===== src/rtl/instruction_fetch_unit.sv =====
// rtl/instruction_fetch_unit.sv - RV32 fetch stage: PC, single-outstanding imem fetch, instruction queue, redirect
module instruction_fetch_unit #(
    parameter int              XLEN            = 32,
    parameter logic [XLEN-1:0] RESET_PC        = 32'h00000000,
    parameter logic [XLEN-1:0] NOP_INSTRUCTION = 32'h00000013,
    parameter int              QUEUE_DEPTH     = 2
) (
    input  logic            clk,
    input  logic            rst,
    input  logic            stall_i,
    input  logic            redirect_valid,
    input  logic [XLEN-1:0] redirect_pc,
    output logic            imem_req,
    output logic [XLEN-1:0] imem_addr,
    input  logic            imem_gnt,
    input  logic            imem_rvalid,
    input  logic [XLEN-1:0] imem_rdata,
    output logic [XLEN-1:0] if_instruction,
    output logic [XLEN-1:0] if_pc_plus_4,
    output logic            if_valid
);

    localparam int PTR_W = (QUEUE_DEPTH > 1) ? $clog2(QUEUE_DEPTH) : 1;
    localparam int CNT_W = $clog2(QUEUE_DEPTH + 1);

    typedef enum logic {
        FETCH_REQ  = 1'b0,
        FETCH_WAIT = 1'b1
    } state_t;

    state_t            r_state;
    state_t            w_state_next;
    logic [XLEN-1:0]   r_pc;
    logic [XLEN-1:0]   r_fetch_pc;
    logic              r_drop;
    logic              w_drop_next;
    logic [CNT_W-1:0]  r_count;
    logic [PTR_W-1:0]  r_head;
    logic [PTR_W-1:0]  r_tail;
    logic [XLEN-1:0]   r_q_instr [QUEUE_DEPTH];
    logic [XLEN-1:0]   r_q_pcp4  [QUEUE_DEPTH];
    logic              w_req;
    logic              w_grant;
    logic              w_enq;
    logic              w_deq;
    logic              w_valid;
    logic [XLEN-1:0]   w_redirect_aligned;

    assign w_redirect_aligned = redirect_pc & ~XLEN'(3);
    assign w_valid            = (r_count != '0);
    assign w_deq              = w_valid && !stall_i;
    assign w_grant            = w_req && imem_gnt;

    // State register
    always_ff @(posedge clk or posedge rst) begin
        if (rst) begin
            r_state <= FETCH_REQ;
        end else begin
            r_state <= w_state_next;
        end
    end

    // Next-state, request and enqueue decisions; redirect suppresses both request and enqueue
    always_comb begin
        w_state_next = r_state;
        w_drop_next  = r_drop;
        w_enq        = 1'b0;
        w_req        = (r_state == FETCH_REQ) && (r_count < CNT_W'(QUEUE_DEPTH))
                       && !redirect_valid && !rst;
        case (r_state)
            FETCH_REQ: begin
                if (w_req && imem_gnt) begin
                    w_state_next = FETCH_WAIT;
                end
            end
            FETCH_WAIT: begin
                if (imem_rvalid) begin
                    w_state_next = FETCH_REQ;
                    w_drop_next  = 1'b0;
                    w_enq        = !r_drop && !redirect_valid;
                end else if (redirect_valid) begin
                    w_drop_next  = 1'b1;
                end
            end
            default: begin
                w_state_next = FETCH_REQ;
            end
        endcase
    end

    // PC, drop flag and queue occupancy; a redirect flushes the queue and reloads the PC
    always_ff @(posedge clk or posedge rst) begin
        if (rst) begin
            r_pc       <= RESET_PC;
            r_fetch_pc <= RESET_PC;
            r_drop     <= 1'b0;
            r_count    <= '0;
            r_head     <= '0;
            r_tail     <= '0;
        end else begin
            r_drop <= w_drop_next;
            if (redirect_valid) begin
                r_pc    <= w_redirect_aligned;
                r_count <= '0;
                r_head  <= '0;
                r_tail  <= '0;
            end else begin
                if (w_grant) begin
                    r_fetch_pc <= r_pc;
                    r_pc       <= r_pc + XLEN'(4);
                end
                if (w_enq) begin
                    r_tail <= r_tail + PTR_W'(1);
                end
                if (w_deq) begin
                    r_head <= r_head + PTR_W'(1);
                end
                case ({w_enq, w_deq})
                    2'b10:   r_count <= r_count + CNT_W'(1);
                    2'b01:   r_count <= r_count - CNT_W'(1);
                    default: r_count <= r_count;
                endcase
            end
        end
    end

    // Queue storage; the tail slot is always free when a response is accepted
    always_ff @(posedge clk) begin
        if (w_enq) begin
            r_q_instr[r_tail] <= imem_rdata;
            r_q_pcp4[r_tail]  <= r_fetch_pc + XLEN'(4);
        end
    end

    assign imem_req       = w_req;
    assign imem_addr      = r_pc;
    assign if_valid       = w_valid;
    assign if_instruction = w_valid ? r_q_instr[r_head] : NOP_INSTRUCTION;
    assign if_pc_plus_4   = w_valid ? r_q_pcp4[r_head] : '0;

endmodule


===== config.mk =====
export PLATFORM = sky130hd
export DESIGN_NAME = instruction_fetch_unit
export DESIGN_NICKNAME = d
export VERILOG_FILES = /design/src/rtl/instruction_fetch_unit.sv
export SDC_FILE = /design/constraint.sdc
export NUM_CORES = 1
export LEC_CHECK = 0
export ABC_AREA = 1
export CORE_MARGIN = 8
export CORE_UTILIZATION = 25
export CTS_CLUSTER_SIZE = 40
export DETAILED_ROUTE_END_ITERATION = 12
export MAX_ROUTING_LAYER = met4
export PLACE_DENSITY = 0.52
export SYNTH_ARGS = -nofsm -noshare
export SYNTH_HDL_FRONTEND = slang
export SYNTH_SLANG_ARGS = --single-unit

===== constraint.sdc =====
create_clock -name clk -period 5 [get_ports clk]
set_input_delay 0.5 -clock clk [delete_from_list [all_inputs] [get_ports clk]]
set_output_delay 0.5 -clock clk [all_outputs]
set_load 0.05 [all_outputs]

==> flow_metrics.tcl, run 1 <==
set metrics [dict create \
    outcome "completed" \
    grt_pass1_vias 6975 \
    ys_warn_count 0 \
    critPathKind "input pin to primary output" \
    ys_ff_latch 190 \
    antennaDiodeCount 0 \
    grt_max_degree 65 \
    die_w_um 205 \
    cap_viol_max_count 0 \
    rrSetupSlack_ns 2.72 \
    grt.overflow.total 0 \
    io_pins 168 \
    place_congestion 0.877 \
    synth_top_area_cell "edfxtp_1" \
    hold_viol_final 0 \
    synth.area.top_cells "edfxtp_1, dfrtp_1, nand2_1" \
    cts_buffers 17 \
    drive_gt1_frac 0.0571 \
    vias_per_cell 4.35 \
    fin_crit_sh 0.679 \
    hold_buffers 0 \
    hold_path.class "register to register" \
    pwr_density_cell_nw_per_um2 519 \
    clk_latency_ns 0.43 \
    dp_slack_ns 1.29 \
    utilization 0.330 \
    worstMarginPinSlew_ns 1.16 \
    seq_area_frac_synth 0.600 \
    antenna_found_initial 0 \
    vias 7042 \
    slew_viol_final 0 \
    core_sq_um 35400 \
    root_buffer "clkbuf_16" \
    netlist.area_leader.share 0.416 \
    io_buffers 161 \
    fin_tns_setup_ns 0 \
    cts_tree "done" \
    syn_inst 988 \
    fp-row-count 69 \
    max_freq_mhz 294 \
    dr.pass1.iters 5 \
    slew_headroom 0.223 \
    worstPathRequired_ns 4.50 \
    max-vdd-ir-drop_uv 253 \
    hold_start "r_fetch_pc[10]" \
    syn_area_per_cell_sq_um 9.06 \
    cp-start-kind "input pin" \
    cts_setup_buffers 0 \
    cts_num_sinks 190 \
    initial_utilization 0.253 \
    clock_path_buffers 2 \
    die_area_sq_um 42100 \
    wl_per_cell_um 15.7 \
    finalWorstPathRequiredPeriod_ns 3.40 \
    syn_area_sq_um 8950 \
    final_nets 1215 \
    clk_pin_slew_ns 0.07 \
    crit_fanout 32 \
    die_h_um 205 \
    hold_end "r_fetch_pc[10]" \
    cts_resized 0 \
    fin_ws_ns 1.60 \
    ant_nets 0 \
    reg2reg_from "r_count[1]" \
    drcViolationCount 0 \
    grtUsageTotal 0.124 \
    timing.rr.end "imem_addr[13]" \
    grt_pass1_wl_um 39500 \
    setup_viol 0 \
    crit_start "redirect_valid" \
    worstPathArrival_ns 2.90 \
    p_leak_uw 0.00447 \
    first_iter_violations 442 \
    final_common_cell "nand2_1" \
    synth.distinct_cells 33 \
    mostFrequentLayoutCells "nand2_1, clkdlybuf4s50_1, edfxtp_1" \
    fin_skew_ns 0.0131 \
    finalWirelength_um 25300 \
    crit_path_end_kind "primary output" \
    h-tree-depth 4 \
    areaGrowthSynthToFinish_pct 30.3 \
    dp_hpwl_um 18200 \
    worstHoldPathCells 2 \
    reg2reg_depth 6 \
    rsz0062_at_grt "false" \
]
==> per-stage QoR <==
step	instance area (sq um)	power, uW	instances	hold slack [ns]
2_1_floorplan	8960	3820	991	0.475
3_3_place_gp	11100	4730	1585	0.527
3_5_place_dp	11100	4750	1585	0.533
4_1_cts	11700	6130	1617	0.551
5_1_grt	11700	6400	1617	0.582
6_report	11700	6050	1617	0.542
==> sequential cells by signal (all words and copies together), names as in the netlist <==
signal / cells
r_tail: 1
r_fetch_pc: 30
r_count: 2
imem_addr: 30
r_head: 1
r_q_pcp4: 60
r_state: 1
r_q_instr: 64
r_drop: 1
==> layout make-up <==
cell class / count / area, sq um
Tap cell: 461 / 577
Sequential cell: 190 / 5380
Clock buffer: 18 / 429
Clock inverter: 14 / 161
Timing Repair Buffer: 171 / 1690
Inverter: 77 / 289
Fill cell: 3693 / 23700
Multi-Input combinational cell: 686 / 3150
==> how the worst max path moves through the flow <==
stage / endpoint / slack, ns / cells after the start
global placement: imem_addr[13] / 1.39 / 7
finish: imem_req / 1.60 / 5
CTS: if_instruction[6] / 1.50 / 4
global route: if_instruction[4] / 1.38 / 4
floorplan: r_q_instr[0][0] / 1.12 / 3
detailed placement: imem_addr[19] / 1.29 / 7
==> cell usage after synthesis (all sizes together) <==
library cell and instances:
a21oi 65, and2 1, buf 19, clkbuf 19, clkinv 1, conb 1
dfrtp 66, edfxtp 124, ha 2, inv 76, nand2 350, nand3 62
nand3b 13, nand4 4, nor2 87, nor3 12, o211ai 5, o21ai 54
o21bai 3, o221ai 1, or2 1, xnor2 2, xor2 20
==> report_power, final <==
group          leakage (uW)  internal, uW  switching (uW)
combinational       0.00224           732            1740
clock              0.000286           718             656
sequential          0.00194          1970             233
total               0.00447          3420            2630
==> layer usage <==
metal | share of wire | vias to the layer above | track usage
met2 | 0.42 | 215 | 0.179
met1 | 0.52 | 3237 | 0.179
li1 | - | 3566 | -
met5 | 0 | - | -
met4 | 0.014 | 0 | 0.0342
met3 | 0.047 | 24 | 0.0206
==> kinds of logic after synthesis <==
| group | Yosys count | share of synthesized area |
|---|---|---|
| flip-flops | 190 | 0.600 |
| other | 1 | 0.000419 |
| AND/OR/NAND/NOR | 530 | 0.249 |
| buffers and inverters | 115 | 0.0516 |
| AO/OA/AOI/OAI | 128 | 0.0742 |
| XOR/XNOR | 22 | 0.0215 |
| adder cells (fa/ha/maj) | 2 | 0.00279 |
==> critical path, stage by stage <==
cell	delay (ns)
clkdlybuf4s50_1	1.03
nor2_1	0.39
nand2_1	0.09
inv_1	0.08
clkdlybuf4s50_1	0.80
No activity file was read; power rests on OpenSTA's default activity.
==> inputs of run 2 (changes only) <==
Clock period 5 ns to 3.5 ns, I/O delays scaled along.
==> flow_metrics.tcl, run 2 (synthesized netlist as in run 1, its figures left out) <==
set metrics [dict create \
    initial_utilization 0.253 \
    fin_tns_setup_ns 0 \
    utilization 0.330 \
    fillerInstances 3679 \
    finalWirelength_um 25500 \
    pwr_density_cell_nw_per_um2 737 \
    placed_area_sq_um 11100 \
    max-vdd-ir-drop_uv 397 \
    clk_pin_slew_ns 0.07 \
    die_w_um 205 \
    grt_pass1_vias 7087 \
    outcome "completed" \
    die_area_sq_um 42100 \
    cts_tree "done" \
    cp-start-kind "register" \
    top_register "r_q_instr" \
    rsz0062_at_grt "false" \
    root_buffer "clkbuf_16" \
    io_buffers 161 \
    antenna_found_initial 0 \
    wl_per_cell_um 15.7 \
    worstPathArrival_ns 2.62 \
    die_h_um 205 \
    io_pins 168 \
    cts_resized 0 \
    final_nets 1218 \
    cap_viol_max_count 0 \
    grtUsageTotal 0.125 \
    crit_path_end_kind "primary output" \
    dp_hpwl_um 18300 \
    hold_path.class "input pin to async pin" \
    clk_latency_ns 0.43 \
    areaGrowthSynthToFinish_pct 30.6 \
    cts_num_sinks 190 \
    fin_skew_ns 0.0154 \
    ant_nets 0 \
    multi_input_area_sq_um 3150 \
    core_sq_um 35400 \
    final_common_cell "nand2_1" \
    timing.rr.end "imem_addr[19]" \
    critPathKind "register to primary output" \
    fin_ws_ns 0.533 \
    crit_fanout 64 \
    grt_max_degree 65 \
    hold_viol_final 0 \
    cts_buffers 17 \
    worstMarginPinSlew_ns 0.763 \
    cts_setup_buffers 0 \
    vias_per_cell 4.37 \
    rrSetupSlack_ns 1.37 \
    dp_slack_ns 0.860 \
    slew_headroom 0.491 \
    vias 7071 \
    antennaDiodeCount 0 \
    reg2reg_depth 7 \
    finalWorstPathRequiredPeriod_ns 2.97 \
    largest_register_ffs 64 \
    dr.pass1.iters 5 \
    setup_viol 0 \
    slew_viol_final 0 \
    max_freq_mhz 337 \
    power_uw 8620 \
    worstPathRequired_ns 3.15 \
    h-tree-depth 4 \
    postLayoutCellArea_sq_um 11700 \
    drive_gt1_frac 0.0751 \
    fin_crit_sh 0.848 \
    endpoint "if_pc_plus_4[22]" \
    reg_top3 "r_q_instr: 64 flops, r_q_pcp4: 60 flops" \
    crit_start "r_head" \
    hold_buffers 0 \
    mostFrequentLayoutCells "nand2_1, clkdlybuf4s50_1, edfxtp_1" \
    grt.overflow.total 0 \
    place_congestion 0.904 \
    clock_path_buffers 2 \
    p_leak_uw 0.00453 \
    drcViolationCount 0 \
    fp-row-count 69 \
    first_iter_violations 624 \
    register_area_sq_um 5380 \
    reg2reg_from "r_count[1]" \
    grt_pass1_wl_um 39700 \
]
[run 2: cell types whose count changed in the layout (fill, tap and decap cells not counted), sizes merged]
cell	delta
buf	+21
clkdlybuf4s50	-18
clkinv	+3
inv	-2
clkbuf	-1
clkinvlp	-1
[run 2: worst min-delay path by stage]
stage,slack (ns),to,from
6_report,0.17,r_drop,rst
5_1_grt,0.17,r_state,rst
4_1_cts,0.15,r_drop,rst
3_5_place_dp,0.51,r_fetch_pc[10],r_fetch_pc[10]
3_3_place_gp,0.51,r_fetch_pc[10],r_fetch_pc[10]
2_1_floorplan,0.45,r_q_instr[0][0],imem_rdata[0]
[run 2: worst max-delay path, stage by stage (launching register included)]
cell	delay, ns
dfrtp_2	0.36
buf_4	0.59
nand2_1	0.10
a21oi_1	0.21
clkdlybuf4s50_1	0.88
[run 2: report_power, final]
group | leakage, uW | internal, uW | switching [uW]
Sequential | 0.00194 | 2820 | 324
Clock | 0.000280 | 1010 | 906
Combinational | 0.00231 | 1050 | 2510
[run 2: cell type report]
cell class	count	area share
multi-input combinational	686	0.269
timing repair buffer	174	0.148
inverter	77	0.0247
sequential	190	0.460
tap	461	0.0493
clock inverter	14	0.0127
clock buffer	17	0.0364
[run 2: stage by stage]
stage | hold WS, ns | instances
after CTS | 0.155 | 1619
after floorplan | 0.449 | 991
after detailed placement | 0.513 | 1588
final | 0.166 | 1619
after global placement | 0.514 | 1588
after global routing | 0.166 | 1619
[run 2: metal layers]
layer	up-vias	track usage	wire (um)
li1	3564	-	-
met1	3271	0.178	13000
met2	219	0.181	10800
met3	17	0.0214	1360
met4	0	0.0334	315
met5	-	-	0
